--- src/rtl/perf_event_collector.sv ---
// rtl/perf_event_collector.sv - registers core event strobes and runs the run/drain/done enable FSM
// Optional: define PERF_EBREAK_HALT_EN to also end the program on a retiring EBREAK.
module perf_event_collector #(
    parameter int unsigned HALT_WINDOW = 10
) (
    input  logic        clk,
    input  logic        rst_n,
    input  logic        start,
    input  logic [31:0] if_instr,
    input  logic        if_stall,
    input  logic        id_bubble,
    input  logic        ex_flush,
    input  logic        load_use_hazard,
    input  logic [1:0]  fwd_a_sel,
    input  logic [1:0]  fwd_b_sel,
    input  logic        ex_valid,
    input  logic        ex_is_branch,
    input  logic        ex_is_jump,
    input  logic        wb_valid,
    input  logic [31:0] wb_instr,
    output logic        perf_enable,
    output logic        instruction_retired,
    output logic        pipeline_stall,
    output logic        pipeline_bubble,
    output logic        pipeline_flush,
    output logic        raw_hazard_detected,
    output logic        forward_ex_to_ex,
    output logic        forward_mem_to_ex,
    output logic        conditional_branch,
    output logic        unconditional_branch,
    output logic        program_done
);

    localparam int unsigned CW = $clog2(HALT_WINDOW + 1);
    localparam logic [CW-1:0] ZCNT_LAST = CW'(HALT_WINDOW - 1);

    typedef enum logic [1:0] {
        S_IDLE  = 2'd0,
        S_RUN   = 2'd1,
        S_DRAIN = 2'd2,
        S_DONE  = 2'd3
    } state_t;

    state_t        state_q;
    logic [CW-1:0] zcnt_q;
    logic [CW-1:0] zcnt_d;
    logic [8:0]    events_q;
    logic [8:0]    events_d;
    logic          perf_enable_q;
    logic          program_done_q;
    logic          zero_word;
    logic          zero_halt;
    logic          ebreak_halt;

    assign events_d = {
        wb_valid,
        if_stall,
        id_bubble,
        ex_flush,
        load_use_hazard,
        (fwd_a_sel == 2'b01) | (fwd_b_sel == 2'b01),
        (fwd_a_sel == 2'b10) | (fwd_b_sel == 2'b10),
        ex_valid & ex_is_branch,
        ex_valid & ex_is_jump & ~ex_is_branch
    };

    // Stalled cycles neither extend nor break the zero window.
    assign zero_word = (if_instr == 32'h0);
    assign zero_halt = ~if_stall & zero_word & (zcnt_q == ZCNT_LAST);
    assign zcnt_d    = if_stall ? zcnt_q : (zero_word ? zcnt_q + CW'(1) : '0);

`ifdef PERF_EBREAK_HALT_EN
    assign ebreak_halt = wb_valid & (wb_instr == 32'h0010_0073);
`else
    logic unused_wb_instr;
    assign unused_wb_instr = ^wb_instr;
    assign ebreak_halt     = 1'b0;
`endif

    always_ff @(posedge clk or negedge rst_n) begin
        if (!rst_n) begin
            state_q        <= S_IDLE;
            zcnt_q         <= '0;
            events_q       <= '0;
            perf_enable_q  <= 1'b0;
            program_done_q <= 1'b0;
        end else begin
            events_q <= (state_q == S_RUN) ? events_d : '0;
            case (state_q)
                S_IDLE: begin
                    if (start) begin
                        state_q       <= S_RUN;
                        perf_enable_q <= 1'b1;
                    end
                end
                S_RUN: begin
                    if (ebreak_halt || zero_halt) begin
                        state_q <= S_DRAIN;
                        zcnt_q  <= '0;
                    end else begin
                        zcnt_q <= zcnt_d;
                    end
                end
                S_DRAIN: begin
                    state_q        <= S_DONE;
                    perf_enable_q  <= 1'b0;
                    program_done_q <= 1'b1;
                end
                default: ;
            endcase
        end
    end

    assign perf_enable          = perf_enable_q;
    assign program_done         = program_done_q;
    assign instruction_retired  = events_q[8];
    assign pipeline_stall       = events_q[7];
    assign pipeline_bubble      = events_q[6];
    assign pipeline_flush       = events_q[5];
    assign raw_hazard_detected  = events_q[4];
    assign forward_ex_to_ex     = events_q[3];
    assign forward_mem_to_ex    = events_q[2];
    assign conditional_branch   = events_q[1];
    assign unconditional_branch = events_q[0];

endmodule

--- config.mk ---
export PLATFORM = sky130hd
export DESIGN_NAME = perf_event_collector
export DESIGN_NICKNAME = d
export VERILOG_FILES = /design/src/rtl/perf_event_collector.sv
export SDC_FILE = /design/constraint.sdc
export NUM_CORES = 1
export LEC_CHECK = 0
export CORE_ASPECT_RATIO = 0.9
export CORE_MARGIN = 3
export CORE_UTILIZATION = 30
export CTS_CLUSTER_DIAMETER = 80
export DETAILED_ROUTE_END_ITERATION = 12
export PLACE_DENSITY_LB_ADDON = 0.05
export SLEW_MARGIN = 25
export SYNTH_ARGS = -nofsm -noshare
export SYNTH_HDL_FRONTEND = slang
export SYNTH_SLANG_ARGS = --single-unit
--- constraint.sdc ---
create_clock -name clk -period 1.76 [get_ports clk]
set_input_delay 0.352 -clock clk [delete_from_list [all_inputs] [get_ports clk]]
set_output_delay 0.352 -clock clk [all_outputs]
set_load 0.1 [all_outputs]
# Word level (Yosys, flattened, before mapping)
# Cells that the tools add are included.
# Widths: inputs -> output; s select.
[classes] add_sub_neg=1 n_eq_ne=10 muxes=9 bitwise_logic=9 reduce_logical=7
[op_table] cell="$logic_not 32->1" n=1
[op_table] cell="$mux 4" n=3
[op_table] cell="$mux 9" n=1
[op_table] cell="$eq 2x1->1 const B" n=3
[op_table] cell="$eq 2x2->1 const B" n=3
[op_table] cell="$pmux 2 s3" n=1
[op_table] cell="$and 1x1->1" n=5
[op_table] cell="$add 4x1->4 const B" n=1
[op_table] cell="$eq 4x4->1 const B" n=1
[op_table] cell="$mux 2" n=2
[op_table] cell="$ne 2x2->1 const B" n=2
[op_table] cell="$reduce_and 2->1" n=2
[op_table] cell="$reduce_and 3->1" n=1
[op_table] cell="$reduce_bool 3->1" n=1
[op_table] cell="$logic_not 2->1" n=1
[op_table] cell="$ne 2x1->1 const B" n=1
[op_table] cell="$not 1->1" n=2
[op_table] cell="$or 1x1->1" n=2
[op_table] cell="$pmux 1 s2" n=1
[op_table] cell="$reduce_bool 2->1" n=1
[op_table] cell="$mux 1" n=1
[totals] reg_bits=17 output_inout_bits=11 word_cells=41

# Longest topological paths before layout
# Gate-level depths: netlist (run 1).
[depth] depth_word=5 mapped_depth=7 ltp_nobuf=7

# Worst setup path before layout (run 1)
# No wires, ideal clock.
[synth_timing] path_type="input to register" start="in if_instr[16]" end="reg state_q[1]" setup_ns=0.080 t_arrival_ns=1.523 required_time_ns=1.680 slack_ns=0.157 path_stages=5 path_buffers=0 cell_sequence="nor4_1 > nand2_1 > nor4_4 > mux2_4 > o211ai_2"
[synth_between] elab_chain_cells=5
[synth_rtl] item="start, declared" line_no="9" text="input logic [31:0] if_instr,"
[synth_rtl] item="$logic_not 32->1" line_no="68" text="assign zero_word = (if_instr == 32'h0);"
[synth_rtl] item="$and 1x1->1 (2 in series)" line_no="69" text="assign zero_halt = ~if_stall & zero_word & (zcnt_q == ZCNT_LAST);"
[synth_rtl] item="$ne 2x2->1 (no source line)"
[synth_rtl] item="$reduce_and 3->1 (no source line)"
[synth_rtl] item="end signal, assigned" line_no="82" text="state_q <= S_IDLE;"
[synth_rtl] item="end signal, assigned" line_no="92" text="state_q <= S_RUN;"
[synth_rtl] item="end signal, assigned" line_no="98" text="state_q <= S_DRAIN;"
[synth_rtl] item="end, declared" line_no="44" text="state_t state_q;"
# Every way passes these cells.
# A chain may end at the register's enable or synchronous reset.

# Final worst setup path (run 1)
[layout_timing] start="in if_instr[8]" end="reg state_q[1]"
# Same word-level chain as after synthesis.

==> flow_summary.toml, run 1 <==
[timing]
timing.fmax_mhz = 586
slew_headroom_pct = 81.8
tightest_slew_ns = 0.274
finalCriticalPeriod_ns = 1.71
fin_crit_sh_pct = 96.9
final_max_slew_viol_count = 0
finalHoldViolCount = 0
finalClockSkew_ns = 0.0105
setup_ws_ns = 0.0547
setup_viol = 0

[setup_path]
worstSetupEndpointType = "flip-flop"
regToRegStartpoint = "state_q[1]$_DFFE_PN0P_"
r2r-end = "state_q[1]$_DFFE_PN0P_"
cp.required_ns = 1.98
timing.critical_path.from = "if_instr[8]"
ff2ff_setup_slack_ns = 0.19
path_max_fanout = 4
startpoint_type = "primary input"
ff2ff_path_depth = 7
setup.worst_path.end = "state_q[1]$_DFFE_PN0P_"
worst-setup-path-type = "in -> reg"
cp.arrival_ns = 1.93

[worst_hold_path]
hold_class = "in -> async"

[logic_synthesis]
synth_area_um2 = 943
synth-seq-cells = 17
netlist_instances = 92
synth_warnings = 0
synth_fp_nets = 178
ys_seq_area_share_pct = 45.1
synth_area_per_cell_um2 = 10.3
synth_cell_types = 31

[final_layout]
multi_input_area_um2 = 524
area_growth_pct = 91.8
nets = 246
seqCellArea_um2 = 425
final_common_cell = "clkdlybuf4s50_1"
most-common-layout-cells = "clkdlybuf4s50_1, dfrtp_1, buf_12"
insertedDiodeCount = 0
final_layout_size_suffix_gt1_share_pct = 23.3
fillers = 256
design_area_mm2 = 0.00181
fin_cells = 199
utilization_pct = 62.8

[place]
placed_area_mm2 = 0.00173
globalplace.congestion = 0.718
place.port_buffers = 57
dp_cells = 195
dp_slack_ns = -0.316
dp_hpwl_mm = 2.10

[floorplan]
rows = 18
dieArea_mm2 = 0.00385
io_pins = 90
start_util_pct = 32.7
die_y_um = 59.2
core_area_mm2 = 0.00288
die_w_um = 65.1

[route]
ant_nets = 0
drc = 0
drt-total-wl_mm = 2.63
drtIter0Drc = 9
drt_first_pass_iters = 4
via_per_inst = 4.68
wl_per_cell_um = 13.2
detailroute.via_count = 932

[power]
ir_drop_uv = 225
cellLeakagePower_nw = 0.833
power_density_mw_per_mm2 = 400
total_power_mw = 0.724

[grt]
antenna_found_initial = 0
grt_pass1_wl_mm = 4.10
grt_max_degree = 18
grt_pass1_vias = 921
grt_overflow = 0
groute.usage.overall_pct = 13.7

[clocking]
ctsHoldBuffers = 0
cts_setup_buffers = 0
clock-root-buffer = "clkbuf_4"
cts_max_level = 1
clkTransAtPathRegs_ns = 0.11
cts_tree = "done"
cts.sinks = 17
clockBufferDepth = 2
numCtsBuffers = 3
clock_latency_ns = 0.29

[outcome]
status = "complete, no violations"

[job]
max_cap_viol_count = 0
## where the power goes
part,switching [mW],internal [mW],leakage [nW]
registers,0.0000000000167,0.390,0.222
logic,0.0323,0.0917,0.596
clock network,0.122,0.0879,0.0150
total,0.154,0.570,0.833
## repair_timing
item / CTS / global route
endpoints found under the setup margin: 1 / 4
hold endpoints to repair: 0 / 0
resized for setup: 4 / 14
pin swaps: 6 / 11
## synthesized netlist by cell type (all sizes together)
| cell | count | area [um2] |
|---|---|---|
| nor3 | 1 | 5.00 |
| clkbuf | 2 | 7.51 |
| nor2 | 2 | 7.51 |
| mux2i | 2 | 20.0 |
| dfrtp | 17 | 425 |
| a21oi | 1 | 5.00 |
| nand3b | 1 | 7.51 |
| o41ai | 1 | 16.3 |
| mux2 | 1 | 15.0 |
| inv | 7 | 26.3 |
| nor2b | 2 | 12.5 |
| a22oi | 2 | 15.0 |
| nand3 | 3 | 15.0 |
| or2 | 2 | 12.5 |
| nand4bb | 1 | 11.3 |
| and3 | 1 | 6.26 |
| nand2b | 1 | 6.26 |
| o22ai | 1 | 6.26 |
| nand2 | 11 | 43.8 |
| o211ai | 1 | 12.5 |
| o31ai | 1 | 12.5 |
| o21ai | 3 | 15.0 |
| and4b | 1 | 10.0 |
| o21a | 1 | 7.51 |
| a31oi | 1 | 6.26 |
| ha | 7 | 87.6 |
| nor4 | 10 | 77.6 |
| and2 | 8 | 50.1 |
## layout make-up
| cell class | count | share of cell area (%) |
|---|---|---|
| Timing Repair Buffer | 65 | 41.8 |
| Multi-Input combinational cell | 66 | 29.0 |
| Sequential cell | 17 | 23.5 |
| Tap cell | 40 | 2.77 |
| Clock buffer | 4 | 1.45 |
| Inverter | 7 | 1.45 |
## logic make-up (layout without fill, tap and decap cells)
group / Yosys count / count (layout) / synth area share, %
buffers and inverters: 9 / 76 / 3.58
and+or+nand+nor: 44 / 44 / 28.1
DFF: 17 / 17 / 45.1
muxes: 3 / 3 / 3.71
adders and majority gates: 7 / 7 / 9.28
AOI/OAI and AO/OA: 12 / 12 / 10.2
## state kept, by name, summed over array words and instances (netlist names)
| signal | cells |
|---|---|
| perf_enable | 1 |
| events_q | 9 |
| program_done | 1 |
| state_q | 2 |
| zcnt_q | 4 |
## how the worst min path moves through the flow
stage	cells past startpoint	slack, ns	to	start
5_1_grt	2	0.40	program_done$_DFFE_PN0P_	rst_n
2_1_floorplan	0	0.06	events_q[0]$_DFF_PN0_	rst_n
3_3_place_gp	1	0.52	zcnt_q[2]$_DFFE_PN0P_	zcnt_q[2]$_DFFE_PN0P_
4_1_cts	2	0.39	program_done$_DFFE_PN0P_	rst_n
6_report	2	0.38	program_done$_DFFE_PN0P_	rst_n
3_5_place_dp	1	0.54	program_done$_DFFE_PN0P_	program_done$_DFFE_PN0P_
## routing by layer
metal  vias to the layer above  global-route usage [%]  part of all wire (%)
met1                       438                    16.0                    37
met4                         0                    2.66                  0.57
met2                        34                    24.8                    55
li1                        458                       -                     -
met3                         2                    4.55                   7.3
met5                         -                       0                     0
## metrics by stage
step,setup TNS (ns),hold slack (ns)
6_report,0,0.378
5_1_grt,-0.0228,0.403
4_1_cts,0,0.389
3_5_place_dp,-1.48,0.541
3_3_place_gp,-1.22,0.516
2_1_floorplan,0,0.0564
## worst max-delay path, cell delays in order
cell and delay, ns:
clkdlybuf4s50_1 0.41, nor4_2 0.28, nand2_1 0.13, nor4_4 0.21
buf_4 0.18, mux2_4 0.31, o211ai_2 0.05
No activity file was read; power rests on OpenSTA's default activity.
==> inputs of run 2 (changes only) <==
Settings changed: GPL_ROUTABILITY_DRIVEN set to 0.
==> results of run 2 <==
Same layout as run 1: the final DEF is identical, and so are final timing and power.
==> inputs of run 3 (changes only) <==
Settings changed: GPL_ROUTABILITY_DRIVEN 0 to not set, SLEW_MARGIN 25 to not set.
==> results of run 3 <==
Same layout as run 1: the final DEF is identical, and so are final timing and power.
==> RTL change 1 (settings of run 2) <==
Build with the macro `PERF_EBREAK_HALT_EN` defined.
--- a/src/rtl/perf_event_collector.sv
+++ b/src/rtl/perf_event_collector.sv
@@ -1,5 +1,7 @@
 // rtl/perf_event_collector.sv - registers core event strobes and runs the run/drain/done enable FSM
 // Optional: define PERF_EBREAK_HALT_EN to also end the program on a retiring EBREAK.
+`define PERF_EBREAK_HALT_EN
+
 module perf_event_collector #(
     parameter int unsigned HALT_WINDOW = 10
 ) (
Formal check against the unedited RTL: not equivalent (Yosys sat finds a counterexample within 4 cycles, from zero or initial values and one cycle with rst_n low).
==> RTL change 1 against run 2 <==
- the run now ends with negative setup slack left
- fmax decreased by 3.8%
- synthesized area grew 4.0%
- die area up 3.6%
- clock skew down 8.7 ps
- largest cell class unchanged
- synthesized cell count increased by 1.1%
- count of clock-buffer cells in the layout down 1
- via count increased by 28%
- sequential share of layout area decreased by 5.6 points
- cell area increased by 31%
- setup slack got worse by 68 ps
- critical path type unchanged
- wire length increased by 45%
- sequential cell count is the same
Power is not compared: it rests on default switching activity, and its combinational part moved more than twofold at a synthesized area within 25%.
==> RTL change 1: results (changes against run 2) <==
- Run status: finished, violations left (was finished, final reports clean).
- The final reports fail on negative setup slack.
- The setup TNS after final layout is -18.3 ps (was 0 ps).
- The net count of the mapped netlist was 179 (was 178).
- The initial DRC count is 40 (was 9).
- The number of resized instances in the post-cts repair step is 16 (was 4).
- The area share of the largest cell type after synthesis was 43.4% (was 45.1%).
- The total wire length after detailed routing is 3.80 mm (was 2.63 mm).
- The via-per-instance ratio is 4.93 (was 4.68).
- The met3 routing resource usage after global routing was 6.02% (was 4.55%).
- The final setup skew is 1.78 ps (was 10.5 ps).
- The global-route met2 utilization is 29.3% (was 24.8%).
- The maximum net fanout on the critical path is 3 (was 4).
- The number of antenna violations at the first check in global routing is 1 (was 0).
- The wire length on met1 is 1.34 mm (was 965 µm).
- Top cells by count, synth: 17 x sky130_fd_sc_hd__dfrtp_1, 11 x sky130_fd_sc_hd__nor4_1, 8 x sky130_fd_sc_hd__inv_1 (was 17 x sky130_fd_sc_hd__dfrtp_1, 10 x sky130_fd_sc_hd__nand2_1, 9 x sky130_fd_sc_hd__nor4_1).
- The number of global-route vias before repair is 1216 (was 921).
- The number of buffers inserted by port buffering is 89 (was 57).
- The number of inserted filler cells in the final layout came to 205 (was 256).
- The first-pass GRT wire length came to 5.15 mm (was 4.10 mm).
- The arrival time of data at the critical path endpoint is 1950 ps (was 1930 ps).
- The warning count from the yosys run was 0 (unchanged).
- Top area cells in the synthesized netlist: sky130_fd_sc_hd__dfrtp_1 43%, sky130_fd_sc_hd__ha_1 8.9%, sky130_fd_sc_hd__nor4_1 7.0%, sky130_fd_sc_hd__nor4_2 3.8%, sky130_fd_sc_hd__and2_1 3.2% (was sky130_fd_sc_hd__dfrtp_1 45%, sky130_fd_sc_hd__ha_1 9.3%, sky130_fd_sc_hd__nor4_1 6.0%, sky130_fd_sc_hd__and2_1 5.3%, sky130_fd_sc_hd__nand2_1 4.0%).
- The first element of the critical path is wb_instr[12] (was if_instr[8]).
- The capturing element of the worst setup path is zcnt_q[0] (was state_q[1]).
- The total setup violations reported at the end of the flow came to 2 (was 0).
- The async set-or-reset flop fraction in the synthesized netlist is 100% (unchanged).
- The depth of the worst register-to-register path is 6 (was 7).
- The number of nets at the end of the flow came to 286 (was 246).
- The setup slack of the critical path after layout is -13.2 ps (was 54.7 ps).
- The global-route total usage across every layer came to 16.9% (was 13.7%).
- The met2 layer wire length in the routed design came to 2.07 mm (was 1.45 mm).
- The post-synthesis sequential area ratio came to 43.4% (was 45.1%).
- The detailed-placement wirelength estimate is 2.78 mm (was 2.10 mm).
- The measured slew at the worst slew-check pin is 367 ps (was 274 ps).
- The endpoint of the worst-slack reg-to-reg timing path is zcnt_q[1] (was state_q[1]).
- The met3 wire length is 377 µm (was 192 µm).
- The pin count of the biggest net entering global routing was 18 (unchanged).
- The worst reg-to-reg setup slack is 110 ps (was 190 ps).
- The layout cell share with drive strength beyond 1 is 26.6% (was 23.3%).
- The pre-CTS setup slack was -481 ps (was -316 ps).
- The routing usage on met1 is 19.1% (was 16.0%).
[RTL change 1: cell types whose count changed after synthesis, sizes merged, moves of 2 or more]
| cell | delta |
|---|---|
| nand2 | -8 |
| o21ai | -2 |
| clkbuf | -2 |
| o31ai | +2 |
| o2bb2ai | +2 |
| a21oi | +3 |
| nand4 | +3 |
| and2 | -3 |
| nor4 | +4 |
[RTL change 1: through the flow]
step	hold slack [ps]	cell area (µm²)	utilization, %	total power (µW)	cells
finish	382	2370	76.6	1130	242
detailed placement	529	2090	67.5	941	231
floorplan	56.4	981	-	632	93
global route	392	2370	76.6	1180	242
global placement	521	2090	67.5	934	231
CTS	380	2100	68.1	1140	235
[RTL change 1: final cells by class]
type | instances | area, µm² | area share, %
Antenna cell | 1 | 2.50 | 0.106
Multi-Input combinational cell | 68 | 647 | 27.3
Inverter | 8 | 33.8 | 1.43
Clock inverter | 1 | 5.00 | 0.211
Sequential cell | 17 | 425 | 18.0
Tap cell | 42 | 52.6 | 2.22
Clock buffer | 3 | 22.5 | 0.951
Timing Repair Buffer | 102 | 1180 | 49.8
[RTL change 1: worst max-delay path: stages]
cell                              delay (ps)
sky130_fd_sc_hd__clkdlybuf4s50_1         400
sky130_fd_sc_hd__nor4_1                  270
sky130_fd_sc_hd__nand3b_1                180
sky130_fd_sc_hd__or4_4                   480
sky130_fd_sc_hd__a21oi_4                 170
sky130_fd_sc_hd__mux2i_1                  90
[RTL change 1: power breakdown]
group / internal (µW) / total [µW] / switching (µW)
Clock: 84.3 / 204 / 120
Combinational: 241 / 491 / 250
Sequential: 413 / 439 / 26.0
[RTL change 1: cell families after synthesis]
family          after synthesis  synth area share, %
fa+ha+maj                     7                 8.93
simple gates                 44                 31.3
compound gates               14                 9.82
flops                        17                 43.4
mux                           3                 3.57
buf+inv                       8                 3.06
==> RTL change 2 (config.mk and constraints of run 2) <==
Made on the original files. One comparison of `zcnt_q` changes from == to >=.
--- a/src/rtl/perf_event_collector.sv
+++ b/src/rtl/perf_event_collector.sv
@@ -66,7 +66,7 @@
 
     // Stalled cycles neither extend nor break the zero window.
     assign zero_word = (if_instr == 32'h0);
-    assign zero_halt = ~if_stall & zero_word & (zcnt_q == ZCNT_LAST);
+    assign zero_halt = ~if_stall & zero_word & (zcnt_q >= ZCNT_LAST);
     assign zcnt_d    = if_stall ? zcnt_q : (zero_word ? zcnt_q + CW'(1) : '0);
 
 `ifdef PERF_EBREAK_HALT_EN
Function: same outputs for any inputs over 10 cycles, from zero or initial values and one cycle with rst_n low; that may be too few to reach the edited logic, so the function may still have changed.
==> RTL change 2 against run 2 <==
- synthesized area decreased by 1.2%
- non-clock buffer count increased by 1
- wire length decreased by 1.1%
- sequential cell count unchanged
- cell area decreased by 3.8%
- setup slack improved by 4.4 ps
- worst hold slack improved by 4.0 ps
- highest routed layer unchanged
Power is not compared: it rests on default switching activity, and its combinational part moved more than twofold at a synthesized area within 25%.
==> RTL change 2: results (changes against run 2) <==
- Run status: finished, final reports clean (unchanged).
- The global-route total usage across every layer is 14.3% (was 13.7%).
- The layout cell share with drive strength beyond 1 came to 31.7% (was 23.3%).
- The headroom to the max-slew limit is 83.9% (was 81.8%).
- The number of buffers outside the clock class in the layout is 66 (was 65).
- The minimum clock period after layout was 1700 ps (was 1710 ps).
- The number of instances in the synthesized netlist came to 97 (was 92).
- The net count of the mapped netlist is 184 (was 178).
- The fraction of area in multi-input gates is 30.8% (was 29.0%).
- The met2 layer wire length in the routed design came to 1.27 mm (was 1.45 mm).
- The clock-cell share of area came to 1.58% (was 1.45%).
- The endpoint of the worst-slack reg-to-reg timing path is state_q[0] (was state_q[1]).
- The depth of the worst register-to-register path is 6 (was 7).
- The beginning of the worst register-to-register path is state_q[0] (was state_q[1]).
- The number of nets at the end of the flow is 252 (was 246).
- The area of placed instances is 1720 µm² (was 1730 µm²).
- The worst hold slack after final layout came to 382 ps (was 378 ps).
- The total wire length after detailed routing is 2.60 mm (was 2.63 mm).
- The number of inserted filler cells in the final layout is 257 (was 256).
- The switching part of the total power is 30.0%.
- The routed wirelength normalized by instance count is 12.7 µm (was 13.2 µm).
- The wire length on met1 is 1.04 mm (was 965 µm).
- The leakage power summed over all cells is 0.000790 µW.
- The fraction of area in registers is 24.4% (was 23.5%).
- The post-synthesis sequential area ratio is 45.6% (was 45.1%).
- The top cell family by delay on the critical path is simple AND/OR/NAND/NOR gates (unchanged).
- The total via count in the routed design came to 983 (was 932).
- The final setup skew is 9.97 ps (was 10.5 ps).
- The worst-path cell with the longest stage delay was sky130_fd_sc_hd__or4_4 (was sky130_fd_sc_hd__clkdlybuf4s50_1).
- The initial DRC count is 22 (was 9).
- The number of buffers added for setup after CTS is 2 (was 0).
- The total number of multi-input combinational cells came to 70 (was 66).
- The share of total power dissipated in the clock network is 23.5%.
- The number of global-route vias before repair is 1088 (was 921).
- The maximum net fanout on the critical path came to 5 (was 4).
- The unique cell type count in the Yosys netlist is 29 (was 31).
- The proportion of final cell area spent on non-clock buffers is 38.8% (was 41.8%).
- The number of placed instances, taps included is 198 (was 195).
- The first-pass GRT wire length is 4.34 mm (was 4.10 mm).
- The number of resized instances in the post-cts repair step was 72 (was 4).
- The highest layer used for signal routing is met4 (unchanged).
RTL change 2: cell families (layout without fill, tap and decap cells):
logic type | after synthesis | count (layout) | share of synthesized area, %
AND/OR/NAND/NOR | 48 | 48 | 29.5
flip-flops | 17 | 17 | 45.6
AO/OA/AOI/OAI | 14 | 14 | 9.93
adder cells (fa/ha/maj) | 8 | 8 | 10.7
buffers and inverters | 10 | 77 | 4.16
RTL change 2: routing by layer:
metal	global-route usage, %	vias to the layer above
met1	15.8	452
li1	-	474
met5	0	-
met3	2.86	4
met2	26.7	53
met4	5.72	0
RTL change 2: how the worst max path moves through the flow:
stage / cells after the start / endpoint / start
floorplan: 6 / zcnt_q[3] / if_instr[25]
global placement: 6 / zcnt_q[3] / if_instr[25]
finish: 7 / state_q[1] / if_instr[0]
global route: 7 / state_q[1] / if_instr[19]
detailed placement: 6 / state_q[0] / if_instr[25]
CTS: 6 / state_q[0] / if_instr[0]
